### src/rtl/rp_led_isolator.sv
// Output isolator for the DFX LED partitions: freezes the LED pins during reconfiguration and flags stalled RM bits.
// Optional build macro ISO_FORCE_OFF_EN drives the pins low while isolated instead of holding them.
module rp_led_isolator #(
  parameter int unsigned N_LED      = 2,
  parameter int unsigned SETTLE_CYC = 16,
  parameter int unsigned STALL_CYC  = 100_000_000
) (
  input  logic             clk100,
  input  logic             rst,
  input  logic [N_LED-1:0] leds_rp_i,
  input  logic             decouple_req_i,
  output logic             decouple_ack_o,
  output logic [N_LED-1:0] leds_o,
  output logic [N_LED-1:0] rp_stall_o
);

  localparam int unsigned SETTLE_EFF = (SETTLE_CYC == 0) ? 1 : SETTLE_CYC;
  localparam int unsigned SW_RAW     = $clog2(SETTLE_CYC + 1);
  localparam int unsigned SW         = (SW_RAW < 1) ? 1 : SW_RAW;
  localparam int unsigned STW_RAW    = $clog2(STALL_CYC + 1);
  localparam int unsigned STW        = (STW_RAW < 1) ? 1 : STW_RAW;

  localparam logic [SW-1:0]  SETTLE_LAST = SW'(SETTLE_EFF - 1);
  localparam logic [STW-1:0] STALL_MAX   = STW'(STALL_CYC);

  typedef enum logic [1:0] {
    PASS,
    HOLD,
    SETTLE
  } state_t;

  state_t           state;
  logic [N_LED-1:0] leds_q;
  logic [N_LED-1:0] leds_prev;
  logic [SW-1:0]    settle_cnt;
  logic [STW-1:0]   stall_cnt     [N_LED];
  logic [STW-1:0]   stall_cnt_nxt [N_LED];
  logic [N_LED-1:0] toggle;

  assign toggle = leds_q ^ leds_prev;

  // Ack is registered from the current state, so it lags state by one edge.
  always_ff @(posedge clk100 or posedge rst) begin
    if (rst) begin
      state          <= PASS;
      leds_q         <= '0;
      leds_prev      <= '0;
      leds_o         <= '0;
      decouple_ack_o <= 1'b0;
      settle_cnt     <= '0;
    end else begin
      leds_q         <= leds_rp_i;
      leds_prev      <= leds_q;
      decouple_ack_o <= (state != PASS);
      case (state)
        PASS: begin
          leds_o <= leds_q;
          if (decouple_req_i) state <= HOLD;
        end
        HOLD: begin
`ifdef ISO_FORCE_OFF_EN
          leds_o <= '0;
`else
          leds_o <= leds_o;
`endif
          if (!decouple_req_i) begin
            state      <= SETTLE;
            settle_cnt <= '0;
          end
        end
        SETTLE: begin
`ifdef ISO_FORCE_OFF_EN
          leds_o <= '0;
`else
          leds_o <= leds_o;
`endif
          if (decouple_req_i) begin
            state <= HOLD;
          end else if (settle_cnt == SETTLE_LAST) begin
            state <= PASS;
          end else begin
            settle_cnt <= settle_cnt + 1'b1;
          end
        end
        default: state <= PASS;
      endcase
    end
  end

  // Stall flag is derived from the next count so it tracks the counter without an extra lag.
  always_comb begin
    for (int unsigned i = 0; i < N_LED; i++) begin
      stall_cnt_nxt[i] = '0;
      if (state == PASS && !toggle[i]) begin
        if (stall_cnt[i] == STALL_MAX) stall_cnt_nxt[i] = stall_cnt[i];
        else                           stall_cnt_nxt[i] = stall_cnt[i] + 1'b1;
      end
    end
  end

  always_ff @(posedge clk100 or posedge rst) begin
    if (rst) begin
      rp_stall_o <= '0;
      for (int unsigned i = 0; i < N_LED; i++) stall_cnt[i] <= '0;
    end else begin
      for (int unsigned i = 0; i < N_LED; i++) begin
        stall_cnt[i]  <= stall_cnt_nxt[i];
        rp_stall_o[i] <= (state == PASS) && (stall_cnt_nxt[i] == STALL_MAX);
      end
    end
  end

endmodule

### config.mk
export PLATFORM = sky130hd
export DESIGN_NAME = rp_led_isolator
export DESIGN_NICKNAME = d
export VERILOG_FILES = /design/src/rtl/rp_led_isolator.sv
export SDC_FILE = /design/constraint.sdc
export NUM_CORES = 1
export LEC_CHECK = 0
export BUFFER_PORTS_ARGS = -buffer_cell sky130_fd_sc_hd__buf_2
export CAP_MARGIN = 5
export CORE_ASPECT_RATIO = 0.7
export CORE_UTILIZATION = 30
export DETAILED_ROUTE_END_ITERATION = 6
export GPL_TIMING_DRIVEN = 0
export HOLD_SLACK_MARGIN = 0.08
export SYNTH_ARGS = -nofsm -noshare
export SYNTH_HDL_FRONTEND = slang
export SYNTH_SLANG_ARGS = --single-unit
### constraint.sdc
create_clock -name clk100 -period 2.6 [get_ports clk100]
set_clock_uncertainty 0.15 [all_clocks]
set_input_delay 0.52 -clock clk100 [delete_from_list [all_inputs] [get_ports clk100]]
set_output_delay 0.52 -clock clk100 [all_outputs]
set_load 0.02 [all_outputs]
==> tab_implementation.tex <==
\begin{tabular}{lr}
\hline
Metric & Value \\
\hline
\multicolumn{2}{l}{\textbf{Floorplanning}} \\
DIE WIDTH & 138 um \\
Y dimension of the die & 97.3 um \\
I/O pin total & 10 \\
Core Footprint & 0.0125 mm\^{}2 \\
Die Outline Area & 0.0134 mm\^{}2 \\
Effective utilization at floorplan & 0.310 \\
Number of core rows & 34 \\
\multicolumn{2}{l}{\textbf{Synthesis}} \\
Share of synthesized flip-flops with an asynchronous set or reset & 1.00 \\
Number of register bits inferred by synthesis & 70 \\
XOR/XNOR share of the synthesized area & 0.104 \\
Dominant combinational cell family by area after synthesis & simple AND/OR/NAND/NOR gates \\
Fraction of the mapped netlist area in compound gates & 0.0737 \\
Synthesized net count & 433 \\
Seq/Total Area, Yosys & 0.450 \\
Synthesized-area fraction occupied by adder cells & 0.0193 \\
Cell count after synthesis & 422 \\
Top flip-flop cell by instance count after synthesis & sky130\_fd\_sc\_hd\_\_dfrtp\_1 \\
Count of flip-flops with a built-in enable after synthesis & 0 \\
Combined area of all synthesized cells & 0.00389 mm\^{}2 \\
Yosys warning count & 0 \\
Count of distinct cell types in the synthesized netlist & 56 \\
Area share of and/or/nand/nor cells after synthesis & 0.300 \\
Multiplexer area fraction after synthesis & 0.0167 \\
Synthesized area per cell & 9.22 um\^{}2 \\
\multicolumn{2}{l}{\textbf{Global route}} \\
Via count of the first global-routing pass & 3139 \\
Total global-route track usage & 0.151 \\
Pin count of the biggest net entering global routing & 71 \\
Antenna violations before repair & 0 \\
Overflow left after global routing & 0 \\
Wire length of the first global-routing pass & 16.0 mm \\
\multicolumn{2}{l}{\textbf{Clock network}} \\
Clock-pin slew of the registers on the worst-case setup and hold paths & 60 ps \\
Total CTS buffers & 9 \\
CTS Hold Bufs & 0 \\
TritonCTS clock tree & yes \\
Total number of H-tree levels & 3 \\
CTS root buffer & sky130\_fd\_sc\_hd\_\_clkbuf\_16 \\
Clock tree sinks & 70 \\
Max Root-Sink Buffers & 2 \\
Clock Latency Late Sink & 340 ps \\
\multicolumn{2}{l}{\textbf{Pwr}} \\
Power per cell area & 556 mW/mm\^{}2 \\
Worst-case vdd ir drop & 325 uV \\
Leakage power figure & 1.81 nW \\
\multicolumn{2}{l}{\textbf{Final layout}} \\
Total Nets Final & 460 \\
Final core area utilization & 0.371 \\
Number of diodes & 0 \\
Fraction of final layout cells sized beyond drive strength 1 & 0.194 \\
Cell area after layout & 0.00466 mm\^{}2 \\
Signed area change from the synthesized netlist to the final layout & 19.7\% \\
\# fillers & 1247 \\
\multicolumn{2}{l}{\textbf{STA}} \\
Relative slew margins & 0.416 \\
Hold violation count in the final report & 0 \\
Setup repair after global routing missed its margin & true \\
Final Critical Period & 2560 ps \\
F\_max & 0.391 GHz \\
Number of setup violations in the final report & 0 \\
Final-report max-slew violation count & 0 \\
Slew at the pin closest to its max-slew limit & 875 ps \\
Worst hold-check slack & 139 ps \\
Post-route clock period utilization & 0.983 \\
\multicolumn{2}{l}{\textbf{Placement}} \\
Global placement routability congestion & 0.843 \\
Count of port buffers added during placement & 9 \\
Final HPWL from detailed placement & 6.59 mm \\
Instance area at placement & 0.00415 mm\^{}2 \\
\multicolumn{2}{l}{\textbf{Outcome}} \\
Status & finished, final reports clean \\
\multicolumn{2}{l}{\textbf{Drt}} \\
Overall via count from detail\_route & 3233 \\
Detailed-routing iteration count for the pre-antenna-repair pass & 5 \\
Remaining number of nets flagged by the antenna check after routing & 0 \\
Initial DRC count & 247 \\
Avg Vias per Cell & 5.26 \\
Average wire length per cell after detail routing & 15.7 um \\
Total Routed Length & 9.64 mm \\
Number of design rule violations left after detail routing & 0 \\
\multicolumn{2}{l}{\textbf{Critical path}} \\
Required time at the endpoint of the critical path & 2690 ps \\
Critical Path Fanout Max & 5 \\
Register-to-Register Path Depth & 8 \\
Launching element type of the critical path & flip-flop \\
Critical path arrival & 2650 ps \\
Capturing element type of the critical path & flip-flop \\
Startpoint-to-endpoint class of the critical path & flip-flop to flip-flop \\
\multicolumn{2}{l}{\textbf{Hold path}} \\
Hold/Removal Path Class & primary input to flip-flop \\
Number of cells on the worst hold path & 1 \\
\multicolumn{2}{l}{\textbf{Job}} \\
Max-cap violation count & 0 \\
\hline
\end{tabular}
==> worst paths after layout <==
check / start / to / slack [ps]
worst min-delay path: leds_rp_i[1] / leds_q[1] / 140
max in group asynchronous: rst / stall_cnt[2] / 1450
min in group asynchronous: rst / stall_cnt[27] / 190
worst max register to register: stall_cnt[27] / rp_stall_o[0] / 40
worst min register to register: leds_q[0] / leds_prev[0] / 280
worst max-delay path: stall_cnt[27] / rp_stall_o[0] / 40
==> area by class of cell <==
| type | count | area, um^2 | area share |
|---|---|---|---|
| multi-input combinational | 318 | 2140 | 0.459 |
| sequential | 70 | 1760 | 0.378 |
| clock buffer | 9 | 225 | 0.0484 |
| tap | 162 | 203 | 0.0435 |
| timing repair buffer | 18 | 113 | 0.0242 |
| buffer | 15 | 85.1 | 0.0183 |
| inverter | 17 | 70.1 | 0.0150 |
| clock inverter | 6 | 62.6 | 0.0134 |
==> layout by cell type (no fill, tap or decap), types with 3 or more instances in the layout <==
| master | n |
|---|---|
| sky130_fd_sc_hd__a21oi_1 | 15 |
| sky130_fd_sc_hd__and2_1 | 3 |
| sky130_fd_sc_hd__and3_1 | 5 |
| sky130_fd_sc_hd__and4_1 | 3 |
| sky130_fd_sc_hd__buf_2 | 10 |
| sky130_fd_sc_hd__buf_4 | 9 |
| sky130_fd_sc_hd__clkbuf_1 | 4 |
| sky130_fd_sc_hd__clkbuf_16 | 9 |
| sky130_fd_sc_hd__clkbuf_2 | 7 |
| sky130_fd_sc_hd__clkinv_2 | 3 |
| sky130_fd_sc_hd__dfrtp_1 | 62 |
| sky130_fd_sc_hd__dfrtp_2 | 8 |
| sky130_fd_sc_hd__ha_1 | 5 |
| sky130_fd_sc_hd__inv_1 | 14 |
| sky130_fd_sc_hd__mux2_2 | 3 |
| sky130_fd_sc_hd__nand2_1 | 39 |
| sky130_fd_sc_hd__nand2b_1 | 7 |
| sky130_fd_sc_hd__nand3_1 | 20 |
| sky130_fd_sc_hd__nand4_1 | 14 |
| sky130_fd_sc_hd__nand4b_1 | 4 |
| sky130_fd_sc_hd__nor2_1 | 59 |
| sky130_fd_sc_hd__nor3_1 | 7 |
| sky130_fd_sc_hd__nor3b_1 | 3 |
| sky130_fd_sc_hd__nor4_1 | 5 |
| sky130_fd_sc_hd__nor4_2 | 4 |
| sky130_fd_sc_hd__nor4_4 | 6 |
| sky130_fd_sc_hd__o21ai_0 | 16 |
| sky130_fd_sc_hd__or3_1 | 9 |
| sky130_fd_sc_hd__xnor2_1 | 26 |
| sky130_fd_sc_hd__xor2_1 | 20 |
==> synthesized netlist by cell type, drive strengths merged, types with 12 or more instances <==
cell type	number	area, um^2
a21oi	16	83.8
clkbuf	12	45.0
dfrtp	70	1750
inv	17	63.8
nand2	39	146
nand3	23	125
nand4	16	113
nor2	61	229
nor4	15	143
o21ai	16	80.1
xnor2	26	228
xor2	20	175
==> flip-flops by register name, summed over array words and instances (netlist names) <==
register and cells:
leds_o 2, leds_q 2, leds_prev 2, rp_stall_o 2, stall_cnt 54, settle_cnt 5, decouple_ack_o 1, state 2
==> critical path, stage by stage (launching register included) <==
cell and delay, ps:
sky130_fd_sc_hd__dfrtp_2 420, sky130_fd_sc_hd__ha_4 170, sky130_fd_sc_hd__clkinvlp_4 120, sky130_fd_sc_hd__or3_4 420
sky130_fd_sc_hd__nor2_1 130, sky130_fd_sc_hd__xnor2_1 140, sky130_fd_sc_hd__nor2_1 70, sky130_fd_sc_hd__or4b_1 560
sky130_fd_sc_hd__nor4_2 270
==> routing by layer <==
metal	GRT usage	vias to the layer above	wire, um
met5	0	-	0
met4	0.0475	0	111
met3	0.0375	14	631
met2	0.210	111	3990
met1	0.227	1584	4910
li1	-	1524	-
==> cells by family (layout without fill, tap and decap cells) <==
group                      after synthesis  in the layout
muxes                                    6              6
buffers and inverters                   34             65
AOI/OAI and AO/OA                       47             47
and+or+nand+nor                        213            213
DFF                                     70             70
adders and majority gates                6              6
xor gates and xnor gates                46             46
==> timing repair <==
| action | CTS | global route |
|---|---|---|
| pin swaps | 7 | 8 |
| setup endpoints to repair | 22 | 22 |
| setup buffers | 5 | 4 |
| gates resized for setup | 21 | 22 |
==> report_power, final <==
group | leakage [nW] | internal, W | switching (W) | total (W)
sequential | 0.940 | 0.00113 | 0.0000326 | 0.00116
combinational | 0.724 | 0.0000784 | 0.000135 | 0.000213
clock | 0.145 | 0.000736 | 0.000479 | 0.00122
total | 1.81 | 0.00194 | 0.000647 | 0.00259
==> per-stage QoR <==
stage	std cells	setup slack, ps	power (W)	TNS, ps
2_1_floorplan	422	46.6	0.00131	0
3_3_place_gp	593	-761	0.00137	-58110
3_5_place_dp	593	-518	0.00138	-6010
4_1_cts	612	-20.4	0.00261	-20.4
5_1_grt	615	-49.9	0.00270	-63.1
6_report	615	44.4	0.00259	0
Note: power is estimated with default switching activity, not from simulation.
